<file path="config.mk">
export PLATFORM = sky130hd
export DESIGN_NAME = alu_cmd_issuer
export DESIGN_NICKNAME = d
export VERILOG_FILES = /design/src/rtl/alu_cmd_issuer.sv
export SDC_FILE = /design/constraint.sdc
export NUM_CORES = 1
export LEC_CHECK = 0
export ABC_CLOCK_PERIOD_IN_PS = 2200
export CAP_MARGIN = 40
export CORE_AREA = 3 3 93 95
export CTS_CLUSTER_DIAMETER = 150
export CTS_CLUSTER_SIZE = 20
export DETAILED_ROUTE_END_ITERATION = 6
export DIE_AREA = 0 0 96 98
export GPL_TIMING_DRIVEN = 0
export PLACE_DENSITY = 0.7
export SYNTH_ARGS = -nofsm -noshare
export SYNTH_HDL_FRONTEND = slang
export SYNTH_SLANG_ARGS = --single-unit
export TNS_END_PERCENT = 100
</file>
<file path="constraint.sdc">
create_clock -name clk -period 2.2 [get_ports clk]
set_clock_uncertainty 0.15 [all_clocks]
set_input_delay 0.22 -clock clk [delete_from_list [all_inputs] [get_ports clk]]
set_output_delay 0.22 -clock clk [all_outputs]
set_load 0.01 [all_outputs]
</file>
<file path="src/rtl/alu_cmd_issuer.sv">
// Initiator for the combinational ALU: accepts a tagged command, drives the
// ALU operands/control, waits a settle time and returns the sampled result.
module alu_cmd_issuer #(
  parameter int PART_LEN      = 8,
  parameter int SETTLE_CYCLES = 2,
  parameter int TAG_W         = 4
) (
  input  logic                  clk,
  input  logic                  rstn,
  input  logic                  cmd_valid,
  output logic                  cmd_ready,
  input  logic [1:0]            cmd_op,
  input  logic [2*PART_LEN-1:0] cmd_a,
  input  logic [2*PART_LEN-1:0] cmd_b,
  input  logic [TAG_W-1:0]      cmd_tag,
  output logic [2*PART_LEN-1:0] alu_a,
  output logic [2*PART_LEN-1:0] alu_b,
  output logic [1:0]            alu_ctrl,
  input  logic [2*PART_LEN-1:0] alu_res,
  output logic                  rsp_valid,
  input  logic                  rsp_ready,
  output logic [2*PART_LEN-1:0] rsp_res,
  output logic [TAG_W-1:0]      rsp_tag,
  output logic                  rsp_err,
  output logic                  busy
);

  localparam int W = 2*PART_LEN;
  localparam logic [3:0] CNT_LOAD = 4'(SETTLE_CYCLES - 1);

  typedef enum logic [1:0] {
    IDLE   = 2'd0,
    SETTLE = 2'd1,
    RESP   = 2'd2
  } state_t;

  state_t           r_state;
  state_t           w_next;
  logic [3:0]       r_cnt;
  logic [W-1:0]     r_alu_a;
  logic [W-1:0]     r_alu_b;
  logic [1:0]       r_alu_ctrl;
  logic [TAG_W-1:0] r_tag;
  logic             r_rsp_valid;
  logic [W-1:0]     r_rsp_res;
  logic [TAG_W-1:0] r_rsp_tag;
  logic             r_rsp_err;
  logic [1:0]       w_ctrl;
  logic             w_rsvd;
  logic             w_accept;

  assign w_rsvd   = (cmd_op == 2'b11);
  assign w_accept = cmd_valid && (r_state == IDLE);

  // Reserved opcode keeps the previously issued control
  always_comb begin
    w_ctrl = r_alu_ctrl;
    unique case (1'b1)
      (cmd_op == 2'b00): w_ctrl = 2'b10;
      (cmd_op == 2'b01): w_ctrl = 2'b11;
      (cmd_op == 2'b10): w_ctrl = 2'b00;
      default:           w_ctrl = r_alu_ctrl;
    endcase
  end

  always_comb begin
    w_next = r_state;
    unique case (r_state)
      IDLE: begin
        if (w_accept) w_next = w_rsvd ? RESP : SETTLE;
      end
      SETTLE: begin
        if (r_cnt == 4'd0) w_next = RESP;
      end
      RESP: begin
        if (r_rsp_valid && rsp_ready) w_next = IDLE;
      end
      default: w_next = IDLE;
    endcase
  end

  always_ff @(posedge clk) begin
    if (!rstn) r_state <= IDLE;
    else       r_state <= w_next;
  end

  always_ff @(posedge clk) begin
    if (!rstn) begin
      r_cnt       <= '0;
      r_alu_a     <= '0;
      r_alu_b     <= '0;
      r_alu_ctrl  <= '0;
      r_tag       <= '0;
      r_rsp_valid <= 1'b0;
      r_rsp_res   <= '0;
      r_rsp_tag   <= '0;
      r_rsp_err   <= 1'b0;
    end else begin
      unique case (r_state)
        IDLE: begin
          if (w_accept) begin
            r_alu_a    <= cmd_a;
            r_alu_b    <= cmd_b;
            r_alu_ctrl <= w_ctrl;
            r_tag      <= cmd_tag;
            if (w_rsvd) begin
              r_rsp_res <= '0;
              r_rsp_err <= 1'b1;
              r_rsp_tag <= cmd_tag;
            end else begin
              r_cnt <= CNT_LOAD;
            end
          end
        end
        SETTLE: begin
          if (r_cnt == 4'd0) begin
            r_rsp_res   <= alu_res;
            r_rsp_err   <= 1'b0;
            r_rsp_tag   <= r_tag;
            r_rsp_valid <= 1'b1;
          end else begin
            r_cnt <= r_cnt - 4'd1;
          end
        end
        RESP: begin
          // Error responses enter RESP one edge before valid rises
          if (!r_rsp_valid)    r_rsp_valid <= 1'b1;
          else if (rsp_ready)  r_rsp_valid <= 1'b0;
        end
        default: ;
      endcase
    end
  end

  assign cmd_ready = (r_state == IDLE);
  assign busy      = (r_state != IDLE);
  assign alu_a     = r_alu_a;
  assign alu_b     = r_alu_b;
  assign alu_ctrl  = r_alu_ctrl;
  assign rsp_valid = r_rsp_valid;
  assign rsp_res   = r_rsp_res;
  assign rsp_tag   = r_rsp_tag;
  assign rsp_err   = r_rsp_err;

endmodule

</file>
# After elaboration in Yosys (flattened, before gate mapping)
# Index checks and enable logic that the tools add are counted.
[classes]
n_addsub = 1
eq_ne = 11
muxes = 26
reduce_logical = 15
[op_table]
columns = ["op", "count"]
rows = [
  ["16-bit two-way mux", 3],
  ["16-bit one-hot mux with 2 select lines", 1],
  ["4-bit two-way mux", 6],
  ["4-bit one-hot mux with 2 select lines", 2],
  ["2-bit one-hot mux with 3 select lines", 2],
  ["2-bit two-way mux", 4],
  ["2-bit != test (second input constant)", 4],
  ["4-bit AND reduction", 2],
  ["2-bit == test (second input constant)", 3],
  ["1-bit two-way mux", 6],
  ["3-bit AND reduction", 2],
  ["2-bit nonzero test", 3],
  ["2-bit by 1-bit == test with 1-bit output (second input constant)", 2],
  ["2-bit logical NOT", 2],
  ["4-bit logical NOT", 1],
  ["2-bit by 1-bit != test with 1-bit output (second input constant)", 2],
  ["1-bit one-hot mux with 2 select lines", 2],
  ["2-bit AND reduction", 2],
  ["4-bit by 1-bit subtractor with 4-bit output (second input constant)", 1],
  ["3-bit nonzero test", 1],
  ["1-bit logical AND", 2],
]
[word_totals]
reg_bits = 66
input_bits = 58

# Longest topological paths before layout
# Gate-level depths: netlist of the first run.
[logic_depth]
ltp_word = 4
ltp_mapped = 7
ltp_nobuf = 5

# Worst setup path after synthesis of the first run
# Ideal clock, no wire load.
[synth_timing]
path_kind = "reg2reg"
from = "register r_cnt[0]"
to = "register r_rsp_res[0], in the netlist rsp_res[0]"
setup_ps = 59
arrival_time_ps = 1533
required_ps = 1991
setup_slack_ps = 459
stages_incl_launch_ff = 7
period_less_slack_ps = 1741
cell_sequence = "dfxtp_1 -> inv_1 -> ha_1 -> nor3b_2 -> a221oi_2 -> buf_4 -> a22o_1"
[synth_via]
elab_chain_cells = 3
[synth_lines]
columns = ["item", "line", "source"]
rows = [
  ["from (decl)", "39", "logic [3:0] r_cnt;"],
  ["from (signal assigned)", "122", "r_cnt <= r_cnt - 4'd1;"],
  ["4-bit logical NOT", "116", "if (r_cnt == 4'd0) begin"],
  ["2-bit != test (no source line)", "n/a", ""],
  ["4-bit AND reduction (no source line)", "n/a", ""],
  ["to (signal assigned)", "117", "r_rsp_res <= alu_res;"],
  ["to (decl)", "45", "logic [W-1:0] r_rsp_res;"],
]
# Every way passes these cells.
# A chain may end at the register's enable or synchronous reset.

# Final worst setup path of the first run
[layout_timing]
from = "register r_cnt[0]"
to = "register r_rsp_res[14], in the netlist rsp_res[14]"
# The elaborated chain is that of the path after synthesis.

==> results.md, run 1 <==
* Layout cell share with drive strength beyond 1 at 0.09137
* CTS tree: yes
* Vias at 2332
* Layout Nets at ~450
* Hpwl dp at 5006 um
* Ys async rst share at 0
* First-pass GRT wire length at 10980 um
* Worst-path clk slew at 70 ps
* Rel. slew slack at 0.5961
* GRT Total Usage at 0.1478
* Post-Route WL at 6822 um
* Top_reg_cell synth: dfxtp_1
* Cts bufs inserted at 9
* Starting Density at 0.3109
* Width of the chip at 96 um
* Post-DRT Antenna Nets at 0
* Initial drt markers at 68
* CP max FO at 10
* Clock tree buffer depth at 2
* Worst setup SP type: register
* Synth Warn # at 0
* Placeable Area at a little under 8000 um^2
* FILL cells at 783
* Vias in the first global route at 2368
* GRT overflow at 0
* Max Cap Viol at 0
* Count of pins over their slew limit at 0
* Min-delay src: cmd_b[10]
* Cells after Synth at 263
* Setup_tns at 0 ps
* Syn Area/Cell at between 9 and 10 um^2
* Ant diodes at 0
* Die height at 98 um
* Largest net degree at the start of global routing at 12
* # resized after CTS at 0
* Critical Path RT at 2320 ps
* FF+latch count, synth at 66
* Insertion delay to the later sink of the worst-skew pair at ~330 ps
* Pwr dens at 824.7 nW/um^2
* P_leak at around 0.0015 uW
* Post-CTS setup buffers at 0
* Routed WL per cell at approximately 14 um
* Layout Area Growth over Synthesis at 62.32%
* Port Buffer Count at 115
* Final worst path period need at 2052 ps
* Hold WC Path Type: input pin to register
* Area of the die at 9408 um^2
* H-tree depth at 3
* Number of remaining DRC errors at 0
* Slew @ Worst Pin at 605.9 ps
* R2r startpoint: r_cnt[0]$_SDFFE_PN0P_
* Final setup vio count at 0
* Critical setup path kind: register to register
* DR vias/cell at 4.702
* Cell Rows at 32
* Inst Count DP at 480
* Status: finished, final reports clean
* Synth top area cells: dfxtp_1, nand2_1, a21oi_1
* Critical path arrival at approximately 2200 ps
* Post-Syn Area at 2427 um^2
* I/O pins at 116
* Syn nets at between 300 and 400
* Share of the synthesized area in the top cell type at 0.5443
* Highest Clock Rate at 487.4 MHz
* Util after Layout at 0.5046
* GP Congestion at 0.7834
* Initial DRT Pass Iterations at 4
* Final non-filler cell total at between 400 and 500
* Post-synth EDFFs at 0
* CTS Hold Buffers Added at 0
* CP startpoint: r_cnt[0]$_SDFFE_PN0P_
* Hold Fails Final Rpt at 0
* Synth area leader: dfxtp_1
* Max IR drop VDD at 0.4502 mV
* Period utilisation layout at 0.9325
* CTS root buffer: clkbuf_8
* Antenna violations before repair at 0
* RSZ-0062 raised after global routing: no
* Critical path capture point type: register
* Clock sinks at 66
* Synth unique cells at 35
* Seq/Total Area, Yosys at 0.5443
## worst max-delay path, stage by stage (launching register included)
cell and delay, ps:
dfxtp_1 370, inv_1 80, ha_1 190, nor3b_2 190
a221oi_2 570, buf_4 280, a22o_1 150
## sequential cells by signal, summed over array words and instances, names as in the netlist
| register | count |
|---|---|
| rsp_valid | 1 |
| rsp_res | 16 |
| alu_ctrl | 2 |
| rsp_tag | 4 |
| r_cnt | 4 |
| alu_b | 16 |
| r_state | 2 |
| r_tag | 4 |
| rsp_err | 1 |
| alu_a | 16 |
## layout by cell type, fill, tap and decap left out, drive strengths merged, types with 3 or more instances in the layout
cell type	Yosys	layout
clkdlybuf4s50	0	115
o21a	5	5
inv	5	5
o221a	5	5
clkbuf	7	18
dfxtp	66	66
nor3b	3	3
a22o	16	16
o31a	5	5
a21oi	37	37
nand2	78	78
bufinv	0	3
buf	10	10
## logic make-up after synthesis
family	count (synthesis)	synth area share
buf+inv	22	0.04536
compound gates	77	0.2253
flops	66	0.5443
fa+ha+maj	2	0.01031
simple gates	96	0.1748
## cell usage after synthesis, types with 2 or more instances
master    count
buf_2         7
nor3b_1       2
a31oi_1       2
o22ai_2       2
a22o_1       16
inv_1         4
o221a_2       5
o21a_1        5
buf_6         2
nor2_1        2
dfxtp_1      66
a21oi_1      37
or3b_1        2
o31a_1        5
nand2b_1      2
nand2_1      78
ha_1          2
clkbuf_1      7
## where the power goes
part	internal, uW	total [uW]	switching (uW)
logic	369	678	309
registers	1300	1350	56.1
clock network	752	1220	467
total	2420	3250	832
## metrics by stage
stage	power, uW	hold slack (ps)	instance area (um^2)	setup slack [ps]
6_report	3249	277.5	3940	148.5
5_1_grt	3421	268.2	3940	9.752
4_1_cts	3295	252.5	3940	145.8
3_5_place_dp	2065	297.0	3706	101.2
3_3_place_gp	2053	291.0	3706	124.4
2_1_floorplan	1696	195.5	2427	458.7
## cell type report
class | count | area, um^2 | area share
Clock buffer | 11 | 131.4 | 0.03334
Buffer | 17 | 91.34 | 0.02318
Tap cell | 102 | 127.6 | 0.03239
Sequential cell | 66 | 1321 | 0.3353
Multi-Input combinational cell | 175 | 996.0 | 0.2528
Clock inverter | 5 | 102.6 | 0.02604
Timing Repair Buffer | 115 | 1151 | 0.2922
Inverter | 5 | 18.77 | 0.004763
## worst paths after layout
kind | cells after the start | endpoint | slack (ps)
worst max-delay path | 6 | rsp_res[14]$_SDFFE_PN0P_ | 150
worst min register to register | 2 | alu_b[9]$_SDFFE_PN0P_ | 300
worst min-delay path | 3 | alu_b[10]$_SDFFE_PN0P_ | 280
worst max register to register | 6 | rsp_res[14]$_SDFFE_PN0P_ | 150
## routing by layer
layer | global-route usage | up-vias | routed length (um)
li1 | - | 1162 | -
met1 | 0.1701 | 1079 | 3002
met2 | 0.2390 | 84 | 3106
met3 | 0.06163 | 7 | 655
met4 | 0.06018 | 0 | 58
met5 | 0 | - | 0
No activity file was read; power rests on OpenSTA's default activity.
==> inputs of run 2 (changes only) <==
--- a/config.mk
+++ b/config.mk
@@ -8,7 +8,6 @@
 export ABC_CLOCK_PERIOD_IN_PS = 2200
 export CAP_MARGIN = 40
 export CORE_AREA = 3 3 93 95
-export CTS_CLUSTER_DIAMETER = 150
 export CTS_CLUSTER_SIZE = 20
 export DETAILED_ROUTE_END_ITERATION = 6
 export DIE_AREA = 0 0 96 98
==> results of run 2 <==
No change in the layout: final DEF, timing and power equal those of run 1.
==> inputs of run 3 (changes only) <==
--- a/config.mk
+++ b/config.mk
@@ -6,13 +6,14 @@
 export NUM_CORES = 1
 export LEC_CHECK = 0
 export ABC_CLOCK_PERIOD_IN_PS = 2200
-export CAP_MARGIN = 40
+export CAP_MARGIN = 5
 export CORE_AREA = 3 3 93 95
 export CTS_CLUSTER_SIZE = 20
 export DETAILED_ROUTE_END_ITERATION = 6
 export DIE_AREA = 0 0 96 98
 export GPL_TIMING_DRIVEN = 0
 export PLACE_DENSITY = 0.7
+export SLEW_MARGIN = 25
 export SYNTH_ARGS = -nofsm -noshare
 export SYNTH_HDL_FRONTEND = slang
 export SYNTH_SLANG_ARGS = --single-unit
==> constraint.sdc (replaced) <==
create_clock -name clk -period 2.2 [get_ports clk]
set_clock_uncertainty 0.15 [all_clocks]
set_input_delay 0.33 -clock clk [delete_from_list [all_inputs] [get_ports clk]]
set_output_delay 0.33 -clock clk [all_outputs]
set_load 0.01 [all_outputs]
==> results of run 3 <==
The final DEF is identical to that of run 1. Status: finished, final reports clean.
Among the figures that moved: setup slack after placement 101.2 ps -> -8.759 ps; setup slack after layout 148.5 ps -> 138.1 ps; hold slack 277.5 ps -> 303.3 ps; start point of the critical path r_cnt[0]$_SDFFE_PN0P_ -> r_state[1]$_SDFFE_PN0P_; end point of the critical path rsp_res[14]$_SDFFE_PN0P_ -> cmd_ready; end point of the worst hold path alu_b[10]$_SDFFE_PN0P_ -> alu_b[9]$_SDFFE_PN0P_
